==> config.mk <==
export PLATFORM = sky130hd
export DESIGN_NAME = flag_update_sequencer_flat
export DESIGN_NICKNAME = d
export VERILOG_FILES = /design/src/rtl/flag_update_sequencer_if.sv /design/src/rtl/flag_update_sequencer.sv /design/src/flat_wrapper.sv
export SDC_FILE = /design/constraint.sdc
export NUM_CORES = 1
export LEC_CHECK = 0
export ABC_AREA = 1
export CAP_MARGIN = 20
export CORE_UTILIZATION = 60
export CTS_BUF_LIST = sky130_fd_sc_hd__clkbuf_16
export DETAILED_ROUTE_END_ITERATION = 12
export DONT_BUFFER_PORTS = 1
export HOLD_SLACK_MARGIN = 0.02
export PLACE_DENSITY = 0.76
export SYNTH_ARGS = -nofsm -noshare
export SYNTH_HDL_FRONTEND = slang
export SYNTH_SLANG_ARGS = --single-unit
export TNS_END_PERCENT = 50
==> constraint.sdc <==
create_clock -name Clk -period 2.09 [get_ports Clk]
set_clock_uncertainty 0.1 [all_clocks]
set_input_delay 0.209 -clock Clk [delete_from_list [all_inputs] [get_ports Clk]]
set_output_delay 0.209 -clock Clk [all_outputs]
set_load 0.02 [all_outputs]
==> src/rtl/flag_update_sequencer_if.sv <==
// Operation request channel into the flag update sequencer.
interface flag_update_sequencer_if #(
  parameter int NFLAGS = 6
);
  logic              OpValid;
  logic              OpReady;
  logic [1:0]        OpKind;
  logic [1:0]        OpWidth;
  logic [NFLAGS-1:0] OpFlagMask;

  modport master (
    output OpValid, OpKind, OpWidth, OpFlagMask,
    input  OpReady
  );

  modport slave (
    input  OpValid, OpKind, OpWidth, OpFlagMask,
    output OpReady
  );
endinterface

==> src/rtl/flag_update_sequencer.sv <==
// Steps the byte-serial ALU through 1-3 slices and drives the flag register
// write strobes, S source selects, shadow exchange and load-F strobes.
//
// state | meaning
// IDLE  | no operation in progress, ready for a request
// SLICE | ALU slice cycle; cnt == last is the commit cycle
// EX    | one-cycle shadow flag exchange strobe
// LOAD  | one-cycle load of F from the result bus
module flag_update_sequencer #(
  parameter int NFLAGS = 6
) (
  input  logic              Clk,
  input  logic              Reset,
  flag_update_sequencer_if.slave op,
  output logic [1:0]        SliceIndex,
  output logic              SliceFirst,
  output logic              SliceActive,
  output logic [NFLAGS-1:0] PF_Write,
  output logic              notPF_Select_S_bit7,
  output logic              notPF_Select_S_bit15,
  output logic              notPF_Select_S_bit23,
  output logic              PR_Ex,
  output logic              notPR_Ex,
  output logic              PR_Write,
  output logic              notPR_Write,
  output logic              ErrIllegal
);
  localparam int FLAG_S = NFLAGS - 1;

  typedef enum logic [1:0] {IDLE, SLICE, EX, LOAD} state_t;

  state_t            state, state_nx;
  logic [1:0]        cnt, cnt_nx;
  logic [1:0]        last, last_nx;
  logic [NFLAGS-1:0] mask, mask_nx;
  logic              ready_q;
  logic              accept;
  logic              err_nx;
  logic              commit_nx;

  assign op.OpReady  = ready_q;
  assign notPR_Ex    = ~PR_Ex;
  assign notPR_Write = ~PR_Write;

  always_comb begin
    state_nx = state;
    cnt_nx   = cnt;
    last_nx  = last;
    mask_nx  = mask;
    err_nx   = ErrIllegal;
    accept   = op.OpValid & ready_q;
    case (state)
      SLICE: begin
        if (cnt != last) begin
          cnt_nx = cnt + 2'd1;
        end else begin
          state_nx = IDLE;
          cnt_nx   = 2'd0;
        end
      end
      EX, LOAD: state_nx = IDLE;
      default: ;
    endcase
    // A request accepted on the final cycle of an op overrides the return to IDLE.
    if (accept) begin
      case (op.OpKind)
        2'd0: begin
          state_nx = SLICE;
          cnt_nx   = 2'd0;
          last_nx  = (op.OpWidth == 2'd3) ? 2'd0 : op.OpWidth;
          mask_nx  = op.OpFlagMask;
          if (op.OpWidth == 2'd3) err_nx = 1'b1;
        end
        2'd1:    state_nx = EX;
        2'd2:    state_nx = LOAD;
        default: err_nx = 1'b1;
      endcase
    end
    commit_nx = (state_nx == SLICE) && (cnt_nx == last_nx);
  end

  always_ff @(posedge Clk) begin
    if (Reset) begin
      state                <= IDLE;
      cnt                  <= 2'd0;
      last                 <= 2'd0;
      mask                 <= '0;
      ready_q              <= 1'b1;
      SliceActive          <= 1'b0;
      SliceIndex           <= 2'd0;
      SliceFirst           <= 1'b0;
      PF_Write             <= '0;
      notPF_Select_S_bit7  <= 1'b1;
      notPF_Select_S_bit15 <= 1'b1;
      notPF_Select_S_bit23 <= 1'b1;
      PR_Ex                <= 1'b0;
      PR_Write             <= 1'b0;
      ErrIllegal           <= 1'b0;
    end else begin
      state                <= state_nx;
      cnt                  <= cnt_nx;
      last                 <= last_nx;
      mask                 <= mask_nx;
      ready_q              <= (state_nx != SLICE) || commit_nx;
      SliceActive          <= (state_nx == SLICE);
      SliceIndex           <= (state_nx == SLICE) ? cnt_nx : 2'd0;
      SliceFirst           <= (state_nx == SLICE) && (cnt_nx == 2'd0);
      PF_Write             <= commit_nx ? mask_nx : '0;
      notPF_Select_S_bit7  <= ~(commit_nx && mask_nx[FLAG_S] && (last_nx == 2'd0));
      notPF_Select_S_bit15 <= ~(commit_nx && mask_nx[FLAG_S] && (last_nx == 2'd1));
      notPF_Select_S_bit23 <= ~(commit_nx && mask_nx[FLAG_S] && (last_nx == 2'd2));
      PR_Ex                <= (state_nx == EX);
      PR_Write             <= (state_nx == LOAD);
      ErrIllegal           <= err_nx;
    end
  end
endmodule

==> src/flat_wrapper.sv <==
// flat-port wrapper written by rule: the top's interface ports become plain ports
module flag_update_sequencer_flat 
#(
  parameter int NFLAGS = 6
)
  (Clk, Reset, SliceIndex, SliceFirst, SliceActive, PF_Write, notPF_Select_S_bit7, notPF_Select_S_bit15, notPF_Select_S_bit23, PR_Ex, notPR_Ex, PR_Write, notPR_Write, ErrIllegal, op_OpValid, op_OpKind, op_OpWidth, op_OpFlagMask, op_OpReady);
  flag_update_sequencer_if #(.NFLAGS(NFLAGS)) op_i ();
  input  logic Clk;
  input  logic Reset;
  output logic [1:0] SliceIndex;
  output logic SliceFirst;
  output logic SliceActive;
  output logic [NFLAGS-1:0] PF_Write;
  output logic notPF_Select_S_bit7;
  output logic notPF_Select_S_bit15;
  output logic notPF_Select_S_bit23;
  output logic PR_Ex;
  output logic notPR_Ex;
  output logic PR_Write;
  output logic notPR_Write;
  output logic ErrIllegal;
  input wire logic [$bits(op_i.OpValid)-1:0] op_OpValid;
  input wire logic [$bits(op_i.OpKind)-1:0] op_OpKind;
  input wire logic [$bits(op_i.OpWidth)-1:0] op_OpWidth;
  input wire logic [$bits(op_i.OpFlagMask)-1:0] op_OpFlagMask;
  output wire logic [$bits(op_i.OpReady)-1:0] op_OpReady;
  assign op_i.OpValid = op_OpValid;
  assign op_i.OpKind = op_OpKind;
  assign op_i.OpWidth = op_OpWidth;
  assign op_i.OpFlagMask = op_OpFlagMask;
  assign op_OpReady = op_i.OpReady;
  flag_update_sequencer #(.NFLAGS(NFLAGS)) u_core (.Clk(Clk), .Reset(Reset), .op(op_i), .SliceIndex(SliceIndex), .SliceFirst(SliceFirst), .SliceActive(SliceActive), .PF_Write(PF_Write), .notPF_Select_S_bit7(notPF_Select_S_bit7), .notPF_Select_S_bit15(notPF_Select_S_bit15), .notPF_Select_S_bit23(notPF_Select_S_bit23), .PR_Ex(PR_Ex), .notPR_Ex(notPR_Ex), .PR_Write(PR_Write), .notPR_Write(notPR_Write), .ErrIllegal(ErrIllegal));
endmodule
---- Yosys cells after proc, flatten, opt, wreduce, memory -nomap -nowiden ----
Cells that the tools add are included.
cells by class
  eq/ne operators ......................... 15
  bitwise logic cells ..................... 9
  reductions and logical operators ........ 15
  multiplexer cells ....................... 15
  add/subtract/negate cells ............... 1
operators by type and width
  cell                 number
  $mux 2               9
  $eq 2x2->1 const B   7
  $mux 6               2
  $eq 2x1->1 const B   4
  $not 1->1            8
  $reduce_or 2->1      4
  $logic_and 1x1->1    6
  $logic_not 2->1      3
  $pmux 2 s3           1
  $ne 2x1->1 const B   2
  $pmux 2 s2           1
  $reduce_and 3->1     1
  $add 2x1->2 const B  1
  $eq 2x2->1           1
  $ne 2x2->1           1
  $pmux 1 s2           1
  $and 1x1->1          1
  $logic_or 1x1->1     1
  $mux 1               1
storage, ports and cells
  output and inout bits ................... 19
  register bits ........................... 29

---- Depth between registers and ports, before layout ----
Gate-level depths: netlist of run 1.
  word-level depth ........................ 10
  mapped depth ............................ 12

---- Least setup slack after synthesis of run 1 ----
No wires, ideal clock.
  path kind ............................... register -> register
  start ................................... register u_core.ready_q, in the netlist u_core.op.OpReady
  end ..................................... register u_core.PF_Write[0]
  path slack .............................. 0.532 ns
  library setup time ...................... 0.062 ns
  clock period less this slack ............ 1.558 ns
  required time ........................... 1.928 ns
  data arrival time ....................... 1.395 ns
  stages on the path, launching flop included .. 10
  buffers on the path ..................... 1
  cell sequence ........................... dfxtp_1 nand3_2 buf_6 a21oi_4 inv_2 nand2_2 nand2_2 nor2_4 nand2_4 nor2_2
between the ends
  cells in the longest elaborated chain, start to end .. 6
RTL lines
  what                                      line                          source
  from (decl)                               flag_update_sequencer.sv:36   logic ready_q;
  from (signal assigned)                    flag_update_sequencer.sv:104  ready_q <= (state_nx != SLICE) || commit_nx;
  $and 1x1->1 *                             flag_update_sequencer.sv:51   accept = op.OpValid & ready_q;
  $mux 2                                    flag_update_sequencer.sv:65   if (accept) begin
  $eq 2x1->1 or $eq 2x2->1 (tied branches)  flag_update_sequencer.sv:79   commit_nx = (state_nx == SLICE) && (cnt_nx == last_nx);
  $logic_and 1x1->1                         flag_update_sequencer.sv:79
  $not 1->1 (no line)                       n/a
  $reduce_or 2->1 (no line)                 n/a
  to (signal assigned)                      flag_update_sequencer.sv:108  PF_Write <= commit_nx ? mask_nx : '0;
  to (decl)                                 flag_update_sequencer.sv:18   output logic [NFLAGS-1:0] PF_Write,
Mark *: on every way between the ends. The rest lies on a longest branch, timed or not.
A chain may end at the register's enable or synchronous reset.

---- Final worst setup path of run 1 ----
Ends and elaborated chain as after synthesis.

==> results of run 1 <==
cell type report:
cell class,instances,area [um2]
inverter,28,105.1
clock buffer,5,125.1
timing repair buffer,2,17.52
multi-input combinational,86,480.5
tap,25,31.28
clock inverter,3,37.54
fill,133,405.4
sequential,29,580.6
kinds of logic (layout without fill, tap and decap cells):
logic type | after synthesis | in the layout | share of synthesized area, %
AOI/OAI and AO/OA | 4 | 4 | 3.379
and+or+nand+nor | 73 | 73 | 28.93
buffers and inverters | 31 | 38 | 10.45
adders and majority gates | 3 | 3 | 3.168
muxes | 6 | 6 | 5.069
DFF | 29 | 29 | 49.00
sequential cells by signal, summed over array words and instances, names as in the netlist, 2 cells and up:
signal and count:
u_core.PF_Write 6, u_core.SliceIndex 2, u_core.cnt 2, u_core.last 2, u_core.mask 6, u_core.state 2
layout by cell type, fill, tap and decap left out, drive strengths merged:
| master | n |
|---|---|
| nor2 | 34 |
| dfxtp | 29 |
| inv | 29 |
| nand2 | 28 |
| mux2i | 6 |
| clkbuf | 5 |
| nand3 | 5 |
| nand4 | 4 |
| ha | 3 |
| nor3 | 2 |
| a21boi | 1 |
| a21oi | 1 |
| o21ai | 1 |
| a211oi | 1 |
| clkinv | 1 |
| bufinv | 1 |
| dlygate4sd3 | 1 |
| buf | 1 |
worst paths after layout:
path	startpoint	end	depth (start not counted)
worst max-delay path	u_core.op.OpReady	u_core.PF_Write[0]	10
worst min-delay path	op_OpFlagMask[2]	u_core.mask[2]	2
worst max register to register	u_core.op.OpReady	u_core.PF_Write[0]	10
worst min register to register	u_core.mask[2]	u_core.mask[2]	2
what timing repair did:
item	in CTS	in global routing
hold endpoints to repair	23	0
gates resized for setup	0	0
hold buffers	1	0
endpoints found under the setup margin	0	0
power breakdown:
| group | internal [uW] | leakage, uW | switching [uW] |
|---|---|---|---|
| clock | 550 | 0.0000826 | 219 |
| sequential | 569 | 0.000235 | 15.6 |
| combinational | 27.3 | 0.000333 | 55.0 |
per-stage QoR:
| stage | total power, uW | util (%) | instances | area [um2] | setup WS, ns |
|---|---|---|---|---|---|
| 2_1_floorplan | 662.3 | - | 146 | 1185 | 0.5325 |
| 4_1_cts | 1444 | 77.26 | 178 | 1378 | 0.3252 |
| 3_5_place_dp | 669.9 | 67.58 | 169 | 1205 | 0.3814 |
| 5_1_grt | 1487 | 77.26 | 178 | 1378 | 0.1770 |
| 3_3_place_gp | 667.0 | 67.58 | 169 | 1205 | 0.4311 |
| 6_report | 1436 | 77.26 | 178 | 1378 | 0.3320 |
worst max-delay path, cell delays in order, from the launching register on:
cell,delay (ns)
dfxtp_1,0.47
nand3_2,0.24
inv_1,0.10
nand2_1,0.05
nand2_1,0.10
inv_1,0.09
nand3_1,0.09
nand2_1,0.10
nor2_4,0.15
nand2_4,0.11
nor2_2,0.10
metal layers:
metal	GRT usage, %	share of wire (%)	vias to the layer above
met5	0	0	-
met4	7.059	0.37	0
met3	12.16	5.7	2
met2	40.83	53	23
met1	23.00	41	412
li1	-	-	451
==> results.tsv, run 1 <==
metric	value	unit
run_status	finished, final reports clean	
num_rows	15	
yosys.area.top_type	dfxtp_1	
ys_top_cells_by_count	29 x dfxtp_1, 27 x inv_1, 25 x nor2_1	
ir_drop	632.4	uV
core	0.001783	mm2
drtIter0Drc	13	
final.min_clock_period	1.758	ns
syn_inst	146	
cts_max_level	2	
slew_viol_final	0	
ys_ff_latch	29	
async_flop_share	0	%
die_w	46.44	um
hold_path.class	in -> reg	
dp_hpwl	1487	um
drc	0	
grt_setup_unrepaired	no	
holdWs	0.03249	ns
clk_latency	0.27	ns
tns	0	ns
antenna_cells	0	
grt_usage	23.11	%
wl	2136	um
port_buffers	0	
yosysMostFrequentCell	dfxtp_1	
synth_area_leaders	dfxtp_1 49%, inv_1 8.6%, nor2_1 7.9%, nand2_1 7.3%, mux2i_1 5.1%	
clock_path_buffers	2	
grt_pass1_wl	3318	um
end_kind	flip-flop	
drive_above_1_share	16.34	%
p_per_area	1043	mW/mm2
final_nets	168	
start_util	66.46	%
die_y	46.44	um
fin_crit_sh	84.12	%
r2r_setup_slack	0.33	ns
crit_fanout	7	
leakage	0.0006510	uW
via_count	888	
post_cts_buffers	0	
worst_setup_hold_path_clk_slew	0.04	ns
cts.sinks	29	
synth_flop_cell	dfxtp_1	
ys_warn_count	0	
tightestPinTransition	0.6572	ns
maxSlewHeadroom	56.04	%
syn-num-nets	162	
antenna_found_initial	0	
syn-mean-instance-area	8.116	um2
ant_nets	0	
grt_pass1_vias	828	
start_kind	flip-flop	
vias_per_cell	4.989	
die_area	0.002157	mm2
grt_overflow	0	
required	2.20	ns
arrival	1.86	ns
synth_cell_types	21	
cap_violations	0	
path_class	reg -> reg	
seq_area_frac_synth	49.00	%
synth-edff-count	0	
max_freq	568.8	MHz
setup_viol	0	
cts_made_buffers	5	
synth_top_area_share	49.00	%
cts_tree	built	
syn2layout_area_growth	16.26	%
synth_area	0.001185	mm2
clock-root-buffer	clkbuf_16	
pin_count	32	
first_pass_iters	4	
wl_per_cell	12.00	um
grt_max_degree	17	
place.gp.congestion	0.7978	
hold_viol	0	
(Power assumes the default switching activity.)
==> run 2, diff against run 1 <==
- CORE_UTILIZATION: 60 -> 54
- PLACE_DENSITY: 0.76 -> 0.72
- clock period: 2.09 -> 1.6 ns (I/O delays scaled with it)
==> run 2 against run 1 <==
  * Sequential power is 31% higher
  * Final cell count increased by 6.7%
  * Die area increased by 11%
  * Total power is 20% higher
  * Worst hold slack improved by 0.047 ns
  * Utilization fell by 4.6 points
  * Non-clock buffer count increased by 11
  * Count of clock-buffer cells in the layout is the same
  * Combinational power grew 56%
  * Sequential cell count stayed put
  * Critical path type unchanged
  * Critical endpoint unchanged
  * Largest cell class unchanged
  * Highest routed layer unchanged
==> results.tsv, run 2 (synthesis gave the netlist of run 1 again) <==
metric	value	unit	change
maxSlewHeadroom	56.12	%	+0.075 points
p_comb_share	7.5	%	+1.8 points
leakage	0.0006869	uW	+5.5%
drtIter0Drc	17		+4
dp_hpwl	1547	um	+4.0%
pin_count	32		unchanged
antenna_cells	0		unchanged
tightestPinTransition	0.6561	ns	-0.001125 ns
final_cell_mix	28 x inv_1, 24 x nor2_1, 24 x dfxtp_1		
vias_per_cell	4.721		-5.4%
crit_slowest_cell	dfxtp_2		
crit_fanout	6		-1
slowest_delay	0.35	ns	-0.12 ns
path_delay_family	simple AND/OR/NAND/NOR gates		
clock-root-buffer	clkbuf_16		
reg2reg_to	u_core.PF_Write[0]		
end_kind	flip-flop		
run_status	finished, final reports clean		
die_w	48.84	um	+5.2%
cap_violations	0		unchanged
grt_pass1_wl	3525	um	+6.2%
pwr-share-seq	44.4	%	+3.7 points
fin_crit_sh	93.52	%	+9.4 points
slew_viol_final	0		unchanged
grt_overflow	0		unchanged
first_pass_iters	4		unchanged
required	1.71	ns	-0.49 ns
start_kind	flip-flop		
cts_made_buffers	5		unchanged
via_count	897		+1.0%
finalPower	1720	uW	+20%
num_rows	16		+1
swShare	21.76	%	+1.6 points
arrival	1.60	ns	-0.26 ns
setup_viol	0		unchanged
max_freq	668.3	MHz	+17%
p_clk_share	48.1	%	-5.5 points
final.min_clock_period	1.496	ns	-0.2618 ns
instances_no_fill	190		+6.7%
port_buffers	0		unchanged
endpoint	u_core.PF_Write[0]		
cts_max_level	2		unchanged
cts.sinks	29		unchanged
ir_drop	1003	uV	+59%
path_class	reg -> reg		
tns	0	ns	unchanged
hold_path.class	in -> reg		
cp.buffers_inverters	1		-1
final_nets	179		+6.5%
dp_cells	176		+4.1%
clk_latency	0.27	ns	about the same
start_util	58.60	%	-7.9 points
crit_cells	12		+2
fillers	171		+29%
core	0.002022	mm2	+13%
hold_viol	0		unchanged
p_per_area	1171	mW/mm2	+12%
grt_usage	20.65	%	-2.5 points
r2r_cells	12		+2
wl	2243	um	+5.0%
drc	0		unchanged
wl_per_cell	11.81	um	-1.6%
place.gp.congestion	0.8159		+2.3%
clock_path_buffers	2		unchanged
ant_nets	0		unchanged
worst_setup_hold_path_clk_slew	0.04	ns	about the same
p_switching	374.3	uW	+29%
antenna_found_initial	0		unchanged
cts_tree	built		
cp_cell_sequence	inv_1 > nand2_1 > nand2_1 > nand2_1 > nand2_2 > nand2_2 > nand2_2 > nand2_1 > nand2_2 > nor2_4 > nand2_4 > nor2_2		
startpoint	u_core.cnt[0]		
syn2layout_area_growth	23.97	%	
p_int	1346	uW	+17%
top_regs	u_core.PF_Write: 6 flops, u_core.mask: 6 flops		
grt_pass1_vias	858		+3.6%
holdWs	0.07954	ns	+0.04705 ns
r2r-start	u_core.cnt[0]		
drive_above_1_share	23.93	%	+7.6 points
grt_max_degree	17		unchanged
die_area	0.002385	mm2	+11%
die_y	48.84	um	+5.2%
final_common_cell	inv_1		
r2r_setup_slack	0.10	ns	-0.23 ns
==> run 2: cell count changes in the layout (fill, tap and decap cells not counted), sizes merged <==
cell,previous run,this run
buf,1,7
dlygate4sd3,1,6
bufinv,1,0
==> run 2: metal layers <==
metal | vias to the layer above | global-route usage (%) | share of wire, %
li1 | 475 | - | -
met2 | 21 | 38.66 | 56
met5 | - | 0 | 0
met4 | 0 | 7.353 | 1.2
met1 | 398 | 19.12 | 37
met3 | 3 | 9.969 | 5.3
==> run 2: how the worst min path moves through the flow <==
stage,from,end,depth (start not counted)
after CTS,op_OpWidth[1],u_core.ErrIllegal,4
after detailed placement,Reset,u_core.cnt[1],1
final,op_OpFlagMask[5],u_core.mask[5],2
after global routing,op_OpFlagMask[5],u_core.mask[5],2
after floorplan,op_OpFlagMask[0],u_core.mask[0],2
after global placement,Reset,u_core.cnt[1],1
==> run 2: what timing repair did <==
item                                    in CTS  in global routing
gates resized for setup                      0                 10
endpoints found under the setup margin       0                 13
hold endpoints to repair                    29                  0
buffers inserted                             0                  1
hold buffers                                 6                  0
==> run 2: power by group through the flow <==
stage	Combinational [uW]	Clock [uW]	Sequential, uW
2_1_floorplan	90.2	0	775
3_5_place_dp	105	0	777
6_report	128	828	764
3_3_place_gp	102	0	776
5_1_grt	143	865	766
4_1_cts	123	842	764
==> run 2: through the flow <==
stage                     worst slack [ns]  cell area, um2  utilization, %
after CTS                          0.02176            1438           71.10
after global routing              -0.03751            1469           72.65
after detailed placement          0.001185            1245           61.57
final                               0.1037            1469           72.65
after floorplan                    0.04246            1185               -
after global placement             0.03969            1245           61.57
==> run 2: final cells by class <==
class | instances | area (um2) | area share [%]
clock buffers | 5 | 125.1 | 8.518
inverters | 28 | 105.1 | 7.155
repair buffers | 13 | 112.6 | 7.666
well taps | 27 | 33.78 | 2.300
flip-flops and latches | 29 | 586.8 | 39.95
multi-input cells | 86 | 498.0 | 33.90
clock inverters | 2 | 7.507 | 0.5111
